### config.mk
export PLATFORM = sky130hd
export DESIGN_NAME = accum_readout_sched
export DESIGN_NICKNAME = d
export VERILOG_FILES = /design/src/rtl/accum_pkg.sv /design/src/rtl/accum_readout_sched_rr_arbiter.sv /design/src/rtl/accum_readout_sched.sv
export SDC_FILE = /design/constraint.sdc
export NUM_CORES = 1
export LEC_CHECK = 0
export BUFFER_PORTS_ARGS = -buffer_cell sky130_fd_sc_hd__buf_2
export CAP_MARGIN = 10
export CELL_PAD_IN_SITES_DETAIL_PLACEMENT = 0
export CELL_PAD_IN_SITES_GLOBAL_PLACEMENT = 1
export CORE_AREA = 2 2 215 217
export DETAILED_ROUTE_END_ITERATION = 7
export DIE_AREA = 0 0 217 219
export HOLD_SLACK_MARGIN = 0.08
export MAX_ROUTING_LAYER = met4
export PLACE_DENSITY_LB_ADDON = 0.2
export SLEW_MARGIN = 20
export SYNTH_ARGS = -nofsm -noshare
export SYNTH_HDL_FRONTEND = slang
export SYNTH_SLANG_ARGS = --single-unit
### constraint.sdc
create_clock -name clk -period 4.5 [get_ports clk]
set_clock_uncertainty 0.05 [all_clocks]
set_input_delay 0.45 -clock clk [delete_from_list [all_inputs] [get_ports clk]]
set_output_delay 0.45 -clock clk [all_outputs]
set_load 0.02 [all_outputs]
### src/rtl/accum_pkg.sv
// rtl/accum_pkg.sv - shared widths, tdata field layout and helpers for the accumulator readout path
package accum_pkg;

  localparam int ACC_WIDTH   = 48;
  localparam int TDATA_WIDTH = 64;
  localparam int CH_FIELD    = 8;

  // tdata layout: {channel index, zero pad, accumulator result}
  localparam int CH_LSB   = 56;
  localparam int DATA_LSB = 0;

  typedef logic [TDATA_WIDTH-1:0] tdata_t;

  // Ceiling log2, used to size channel index fields from the channel count.
  function automatic int clog2(input int value);
    int r;
    r = 0;
    while ((1 << r) < value) begin
      r = r + 1;
    end
    return r;
  endfunction

endpackage

### src/rtl/accum_readout_sched_rr_arbiter.sv
// rtl/accum_readout_sched_rr_arbiter.sv - combinational round-robin arbiter, searches cyclically after the last grant
module rr_arbiter
  import accum_pkg::*;
#(
  parameter int N_CH     = 8,
  parameter int CH_WIDTH = clog2(N_CH)
) (
  input  logic [N_CH-1:0]     req,
  input  logic [CH_WIDTH-1:0] last,
  output logic [N_CH-1:0]     gnt_onehot,
  output logic [CH_WIDTH-1:0] gnt_idx,
  output logic                any
);

  logic [CH_WIDTH-1:0] cand;

  // Walk channels last+1, last+2, ... wrapping; the first requester found wins.
  // Offset N_CH revisits 'last' itself so a lone requester on the last-granted
  // channel is still served.
  always_comb begin
    gnt_onehot = '0;
    gnt_idx    = '0;
    any        = 1'b0;
    cand       = '0;
    for (int off = 1; off <= N_CH; off++) begin
      cand = CH_WIDTH'((int'(last) + off) % N_CH);
      if (!any && req[cand]) begin
        any              = 1'b1;
        gnt_idx          = cand;
        gnt_onehot[cand] = 1'b1;
      end
    end
  end

endmodule

### src/rtl/accum_readout_sched.sv
// rtl/accum_readout_sched.sv - serialises per-channel accumulator results onto one AXI4-Stream master
module accum_readout_sched
  import accum_pkg::*;
#(
  parameter int N_CH      = 8,
  parameter int ACC_WIDTH = accum_pkg::ACC_WIDTH,
  parameter int CH_WIDTH  = clog2(N_CH)
) (
  input  logic                        clk,
  input  logic                        rst,
  input  logic [N_CH-1:0]             acc_valid,
  input  logic [N_CH*ACC_WIDTH-1:0]   acc_data,
  output logic                        m_tvalid,
  input  logic                        m_tready,
  output logic [TDATA_WIDTH-1:0]      m_tdata,
  output logic                        m_tlast,
  output logic [N_CH-1:0]             ovf,
  input  logic                        ovf_clr,
  output logic [31:0]                 word_cnt
);

  logic [ACC_WIDTH-1:0]   hold_q [N_CH];
  logic [N_CH-1:0]        pend_q, pend_d;
  logic [N_CH-1:0]        ovf_q, ovf_d;
  logic [N_CH-1:0]        take;
  logic [CH_WIDTH-1:0]    ptr_q;
  logic [N_CH-1:0]        gnt_onehot;
  logic [CH_WIDTH-1:0]    gnt_idx;
  logic                   gnt_any;
  logic                   load;
  logic                   m_tvalid_q;
  tdata_t                 m_tdata_q, m_tdata_d;
  logic                   m_tlast_q, m_tlast_d;
  logic [31:0]            word_cnt_q;

  rr_arbiter #(
    .N_CH     (N_CH),
    .CH_WIDTH (CH_WIDTH)
  ) u_arb (
    .req        (pend_q),
    .last       (ptr_q),
    .gnt_onehot (gnt_onehot),
    .gnt_idx    (gnt_idx),
    .any        (gnt_any)
  );

  // The output register may take a new beat when empty or when its current beat is being accepted.
  assign load = !m_tvalid_q | m_tready;
  assign take = (load && gnt_any) ? gnt_onehot : '0;

  // Pending/overflow next state: a fresh capture always re-arms pend, and only counts
  // as a drop when the old value is not leaving through the output this cycle.
  always_comb begin
    pend_d = acc_valid | (pend_q & ~take);
    ovf_d  = (ovf_q & ~{N_CH{ovf_clr}}) | (acc_valid & pend_q & ~take);
  end

  // Format the granted channel's held result into the outgoing word.
  always_comb begin
    m_tdata_d                            = '0;
    m_tdata_d[CH_LSB +: CH_FIELD]        = CH_FIELD'(gnt_idx);
    m_tdata_d[DATA_LSB +: ACC_WIDTH]     = hold_q[gnt_idx];
    m_tlast_d                            = (gnt_idx == CH_WIDTH'(N_CH - 1));
  end

  // Per-channel holding slots; newest capture always wins, the output reads the pre-edge value.
  always_ff @(posedge clk) begin
    for (int i = 0; i < N_CH; i++) begin
      if (acc_valid[i]) begin
        hold_q[i] <= acc_data[i*ACC_WIDTH +: ACC_WIDTH];
      end
    end
  end

  // Control state: pending/overflow flags, round-robin pointer, output register and beat counter.
  always_ff @(posedge clk) begin
    if (rst) begin
      pend_q     <= '0;
      ovf_q      <= '0;
      ptr_q      <= CH_WIDTH'(N_CH - 1);
      m_tvalid_q <= 1'b0;
      m_tdata_q  <= '0;
      m_tlast_q  <= 1'b0;
      word_cnt_q <= '0;
    end else begin
      pend_q <= pend_d;
      ovf_q  <= ovf_d;
      if (m_tvalid_q && m_tready) begin
        word_cnt_q <= word_cnt_q + 32'd1;
      end
      if (load) begin
        if (gnt_any) begin
          m_tvalid_q <= 1'b1;
          m_tdata_q  <= m_tdata_d;
          m_tlast_q  <= m_tlast_d;
          ptr_q      <= gnt_idx;
        end else begin
          m_tvalid_q <= 1'b0;
        end
      end
    end
  end

  assign m_tvalid = m_tvalid_q;
  assign m_tdata  = m_tdata_q;
  assign m_tlast  = m_tlast_q;
  assign ovf      = ovf_q;
  assign word_cnt = word_cnt_q;

endmodule
# Yosys cells after proc, flatten, opt, wreduce, memory -nomap -nowiden
# Memory sizes are Yosys's and may differ from the RTL's. A register that Yosys moved wholly into a read port is not among the register bits.
# Cells that the tools add are included.
word_totals:
  regBits: 104
  ramBits: 384
  in_bits: 396
  output_inout_bits: 106
  elab_cells: 150
  n_memories: 1
memory_table:
  columns: ["memory", "depth", "width", "read_ports", "rd_ports_with_merged_regs", "write_ports", "line_no", "rtl"]
  rows:
  - ["hold_q", 8, 48, 1, 1, 8, "accum_readout_sched.sv:22", "logic [ACC_WIDTH-1:0] hold_q [N_CH];"]
classes:
  n_addsub: 9
  n_lt_le_gt_ge: 16
  n_eq_ne: 1
  n_mux: 74
  bitwise: 16
  n_reduce_logical: 26
ops:
  columns: ["op", "n"]
  rows:
  - ["2-to-1 mux 8 bit", 9]
  - ["bitwise OR 8 bit", 9]
  - ["2-to-1 mux 1 bit", 41]
  - ["adder 32 x 1 -> 32 bit, second input constant", 1]
  - ["AND 8 bit", 4]
  - ["< comparator 3 x 4 -> 1 bit, second input constant", 8]
  - ["binary-select mux 1 bit (select 3 bit)", 8]
  - ["demux 1 bit (select 3 bit)", 8]
  - [">= comparator 3 x 1 -> 1 bit, second input constant", 8]
  - ["2-to-1 mux 3 bit", 8]
  - ["logical AND 1 bit", 17]
  - ["NOT 8 bit", 2]
  - ["adder 3 bit, second input constant", 4]
  - ["zero test 1 bit", 8]
  - ["adder 3 x 1 -> 3 bit, second input constant", 2]
  - ["adder 3 x 2 -> 3 bit, second input constant", 2]
  - ["equality test 3 bit, second input constant", 1]
  - ["AND reduction 2 bit", 1]
  - ["bitwise OR 1 bit", 1]

# Longest topological paths before layout
depth:
  word_depth: 30
  mapped_depth: 17
  mapped_depth_nobuf: 11

# By module
# From an unflattened synthesis, not the netlist that was laid out.
hier_totals:
  hier_cells: 1164
  area_unflattened_um2: 19737.7
modules_own_cells:
  columns: ["module", "instances", "cells_each", "area_each_um2", "seq_area_each_um2"]
  rows:
  - ["accum_readout_sched", 1, 1016, 18355.1, 13613.1]
  - ["rr_arbiter", 1, 148, 1382.6, 0.0]

# Worst setup path after synthesis
# OpenSTA, ideal clock, no wires.
synth_path:
  kind: "reg-to-reg"
  startpoint: "reg ptr_q[1]"
  endpoint: "reg m_tdata_q[25], in the netlist m_tdata[25] (read register of hold_q)"
  setup_time_ns: 0.129
  arrival_ns: 3.712
  required_ns: 4.321
  path_slack_ns: 0.609
  path_stages_with_launch: 17
  period_less_slack_ns: 3.891
  cell_sequence: "dfxtp_1 buf_4 buf_2 inv_1 ha_1 buf_6 mux2_1 and2_0 mux4_2 o211ai_1 nand3_1 o32a_4 buf_6 buf_12 mux4_2 nand2_1 o211ai_2"
synth_between:
  elab_chain_cells: 26
  elab_cells_between_ends: 55
  classes_between: "add/sub: 8; mux: 32; reduce/logical: 15"
synth_lines:
  columns: ["element", "line_no", "rtl"]
  rows:
  - ["from (decl)", "accum_readout_sched.sv:26", "logic [CH_WIDTH-1:0] ptr_q;"]
  - ["from (signal assigned)", "accum_readout_sched.sv:80", "ptr_q <= CH_WIDTH'(N_CH - 1);"]
  - ["from (signal assigned)", "accum_readout_sched.sv:96", "ptr_q <= gnt_idx;"]
  - ["adder 3 x 1 -> 3 bit", "accum_readout_sched_rr_arbiter.sv:26", "cand = CH_WIDTH'((int'(last) + off) % N_CH);"]
  - ["binary-select mux 1 bit (select 3 bit)", "accum_readout_sched_rr_arbiter.sv:27", "if (!any && req[cand]) begin"]
  - ["2-to-1 mux 1 bit (implied by the code)", "accum_readout_sched_rr_arbiter.sv:27", null]
  - ["2-to-1 mux 1 bit", "accum_readout_sched_rr_arbiter.sv:27", null]
  - ["zero test 1 bit", "accum_readout_sched_rr_arbiter.sv:27", null]
  - ["logical AND 1 bit", "accum_readout_sched_rr_arbiter.sv:27", null]
  - ["2-to-1 mux 1 bit", "accum_readout_sched_rr_arbiter.sv:27", null]
  - ["zero test 1 bit", "accum_readout_sched_rr_arbiter.sv:27", null]
  - ["[10 not listed]", null, null]
  - ["2-to-1 mux 1 bit", "accum_readout_sched_rr_arbiter.sv:27", null]
  - ["zero test 1 bit", "accum_readout_sched_rr_arbiter.sv:27", null]
  - ["logical AND 1 bit", "accum_readout_sched_rr_arbiter.sv:27", null]
  - ["2-to-1 mux 1 bit", "accum_readout_sched_rr_arbiter.sv:27", null]
  - ["zero test 1 bit", "accum_readout_sched_rr_arbiter.sv:27", null]
  - ["logical AND 1 bit", "accum_readout_sched_rr_arbiter.sv:27", null]
  - ["2-to-1 mux 1 bit", "accum_readout_sched_rr_arbiter.sv:27", null]
  - ["AND reduction 2 bit (no source line)", null, null]
  - ["to (decl)", "accum_readout_sched.sv:32", "tdata_t m_tdata_q, m_tdata_d;"]
# Several ways; a longest one is shown, not always the timed one. The select of a mux whose other input is x is not followed.
# A chain may end at the register's enable or synchronous reset.

# Worst setup path in the final report
layout_path:
  startpoint: "reg ptr_q[1]"
  endpoint: "reg m_tdata_q[34], in the netlist m_tdata[34] (read register of hold_q)"
# The elaborated chain is that of the path after synthesis.

==> metrics.yaml <==
logic_synthesis:
  synth.area.top_cells: "edfxtp_1 (59%), dfxtp_1 (11%), mux4_2 (6.5%)"
  async_flop_share_pct: 0
  ys_ff_latch: 488
  synth_edf_count: 384
  yosysUniqueCellTypes: 68
  avgSynthCellArea_um2: 16.4
  synth_cells: 1195
  yosys.area.top_type_share_pct: 58.8
  yosysSeqAreaShare_pct: 69.4
  synth_area_um2: 19600
  ys_warn_count: 0
  synth_top_cell_by_area: "edfxtp_1"
  synth_flop_cell: "edfxtp_1"
setup_path:
  cp.arrival_ps: 4580
  crit_path_end_kind: "register"
  slowest_delay_ps: 580
  setup.worst_path.start: "ptr_q[1]"
  start_kind: "register"
  cp_max_fo: 27
  worstReg2RegStart: "ptr_q[1]"
  worstPathRequired_ps: 4910
  reg2reg_slack_ps: 330
  cp_slowest_cell: "mux4_1"
  critPathKind: "register to register"
  crit_chain: "inv_1, buf_4, ha_1, mux4_2, nand2b_4, nand3_2, nor3b_2, or3_1, o32a_4, buf_12, mux4_1, nand2_1, o211ai_1"
sta:
  relSlewSlack_pct: 24.8
  period_share_pct: 92.7
  finalSetupTns_ps: 0
  hold_violations: 0
  maxSlewViolCount: 0
  tightest_slew_ps: 1130
  min_period_ps: 4170
  fmax_mhz: 240
  setup_viol: 0
  holdWs_ps: 168
  rsz0062_at_grt: "false"
hold_path:
  hp-class: "primary input to register"
  hp-start: "m_tready"
layout:
  layout.nets: 2485
  layout_common_cells: "buf_2 (488), dlygate4sd3_1 (384), edfxtp_1 (384)"
  drive_above_1_share_pct: 35.0
  final_area_um2: 28300
  fin_cells: 2750
  area_delta_synth_final_pct: 44.4
  mostFrequentLayoutCell: "buf_2"
power_and_ir_drop:
  pwr-share-clk_pct: 23.6
  finalPower_mw: 18.8
  swShare_pct: 35.4
  irDropWorstVdd_v: 0.00108
  p_leak_nw: 11.2
  p_int_mw: 12.1
  p_per_area_nw_per_um2: 665
  power_frac_seq_pct: 30.1
  p_sw_mw: 6.67
  power_frac_comb_pct: 46.3
place:
  dp_hpwl_mm: 41.2
  io_buffers: 488
  gp_congestion: 0.921
  dp_cells: 2246
  placed_area_um2: 22700
routing:
  via_per_inst: 5.27
  wl_per_cell_um: 23.8
  routed_wl_mm: 65.6
  vias: 14502
  drtIter0Drc: 1154
  ant_nets: 0
  drtPass1Iterations: 5
  drc: 0
floorplan:
  core-area_um2: 45100
  fp.dieH_um: 219
  die_area_um2: 47500
  initial_core_util_pct: 43.5
  die_w_um: 217
  std_cell_rows: 78
  num_io_pins: 502
global_route:
  grt_pass1_wl_mm: 94.1
  grt_overflow: 0
  grt_use_total_pct: 27.8
  antenna_found_initial: 24
  grt_start_max_net_pins: 81
  grt_pass1_vias: 15439
cts:
  cts_buffers: 50
  holdBufCountCts: 384
  cts_resized: 0
  clock-sinks: 488
  cts_buffer_depth: 3
  root_buffer: "clkbuf_16"
  htree_levels: 2
  clk_latency_ps: 600
  clkTransAtPathRegs_ps: 60
  cts_tree: "yes"
  post_cts_buffers: 0
run:
  drv_cap: 0
outcome:
  outcome: "finished, final reports clean"
## kinds of logic after synthesis
logic type / share of synthesized area (%)
multiplexers: 13.4
AND/OR/NAND/NOR: 5.39
XOR/XNOR: 1.47
flip-flops: 69.4
other: 0.0191
buffers and inverters: 2.77
AO/OA/AOI/OAI: 7.02
adder cells (fa/ha/maj): 0.447
## power by group through the flow
stage / combinational [mW] / sequential, mW / clock [mW]
global placement: 8.40 / 5.72 / 0
CTS: 8.71 / 5.65 / 4.49
detailed placement: 8.42 / 5.74 / 0
global route: 9.35 / 5.70 / 4.69
floorplan: 6.23 / 5.88 / 0
finish: 8.72 / 5.66 / 4.44
## stage by stage
stage,setup WS [ps],utilization (%)
detailed placement,335,50.2
global placement,426,50.2
floorplan,609,-
CTS,313,62.6
global route,51.9,62.8
finish,327,62.8
## critical path, delay by kind of cell, from the launching register on
kind | cells | cell delay [ps]
fa+ha+maj | 1 | 470
compound gates | 2 | 530
mux | 2 | 1150
simple gates | 5 | 910
buf+inv | 3 | 550
flops | 1 | 360
## layout make-up
| type | count | area (µm²) |
|---|---|---|
| clock buffer | 66 | 1360 |
| fill | 3290 | 16800 |
| inverter | 17 | 63.8 |
| sequential | 488 | 13600 |
| timing repair buffer | 901 | 6550 |
| antenna | 26 | 65.1 |
| tap | 600 | 751 |
| multi-input combinational | 624 | 5520 |
| clock inverter | 28 | 378 |
## synthesized netlist by cell type, types with 2 or more instances
cell type,n
a21oi_1,21
a221oi_1,4
a22o_1,4
a22oi_1,48
and2_0,2
and2_1,3
and3_1,9
and4_1,2
buf_1,2
buf_2,19
buf_4,25
buf_6,7
clkbuf_1,24
dfxtp_1,104
edfxtp_1,384
ha_1,7
inv_1,16
mux2_2,48
mux2i_1,68
mux4_1,3
mux4_2,57
nand2_1,91
nand2b_1,3
nand3_1,18
nand4_1,6
nor2_1,56
nor2b_1,9
o2111ai_1,2
o211ai_1,32
o211ai_2,20
o21ai_0,10
o21bai_1,2
o221ai_1,8
o31ai_1,6
o32ai_1,2
or2_2,3
or3_1,5
or3b_2,6
xnor2_1,12
xor2_1,19
## final timing paths
| path | end | cells past startpoint |
|---|---|---|
| worst max-delay path | m_tdata[34] | 13 |
| worst min-delay path | m_tvalid | 3 |
| worst max register to register | m_tdata[34] | 13 |
| worst min register to register | ovf[7] | 2 |
## flip-flops by register name, summed over array words and instances, names as in the netlist
register  flops
hold_q      384
m_tdata      51
word_cnt     32
ovf           8
pend_q        8
ptr_q         3
m_tlast       1
m_tvalid      1
## metal layers
layer	part of all wire, %	track usage (%)	routed length [µm]	up-vias
met2	51	46.3	33200	658
met1	38	32.5	25100	7218
li1	-	-	-	6454
met3	7.2	6.25	4740	172
met5	0	-	0	-
met4	3.8	12.0	2510	0
Note: power is estimated with default switching activity, not from simulation.
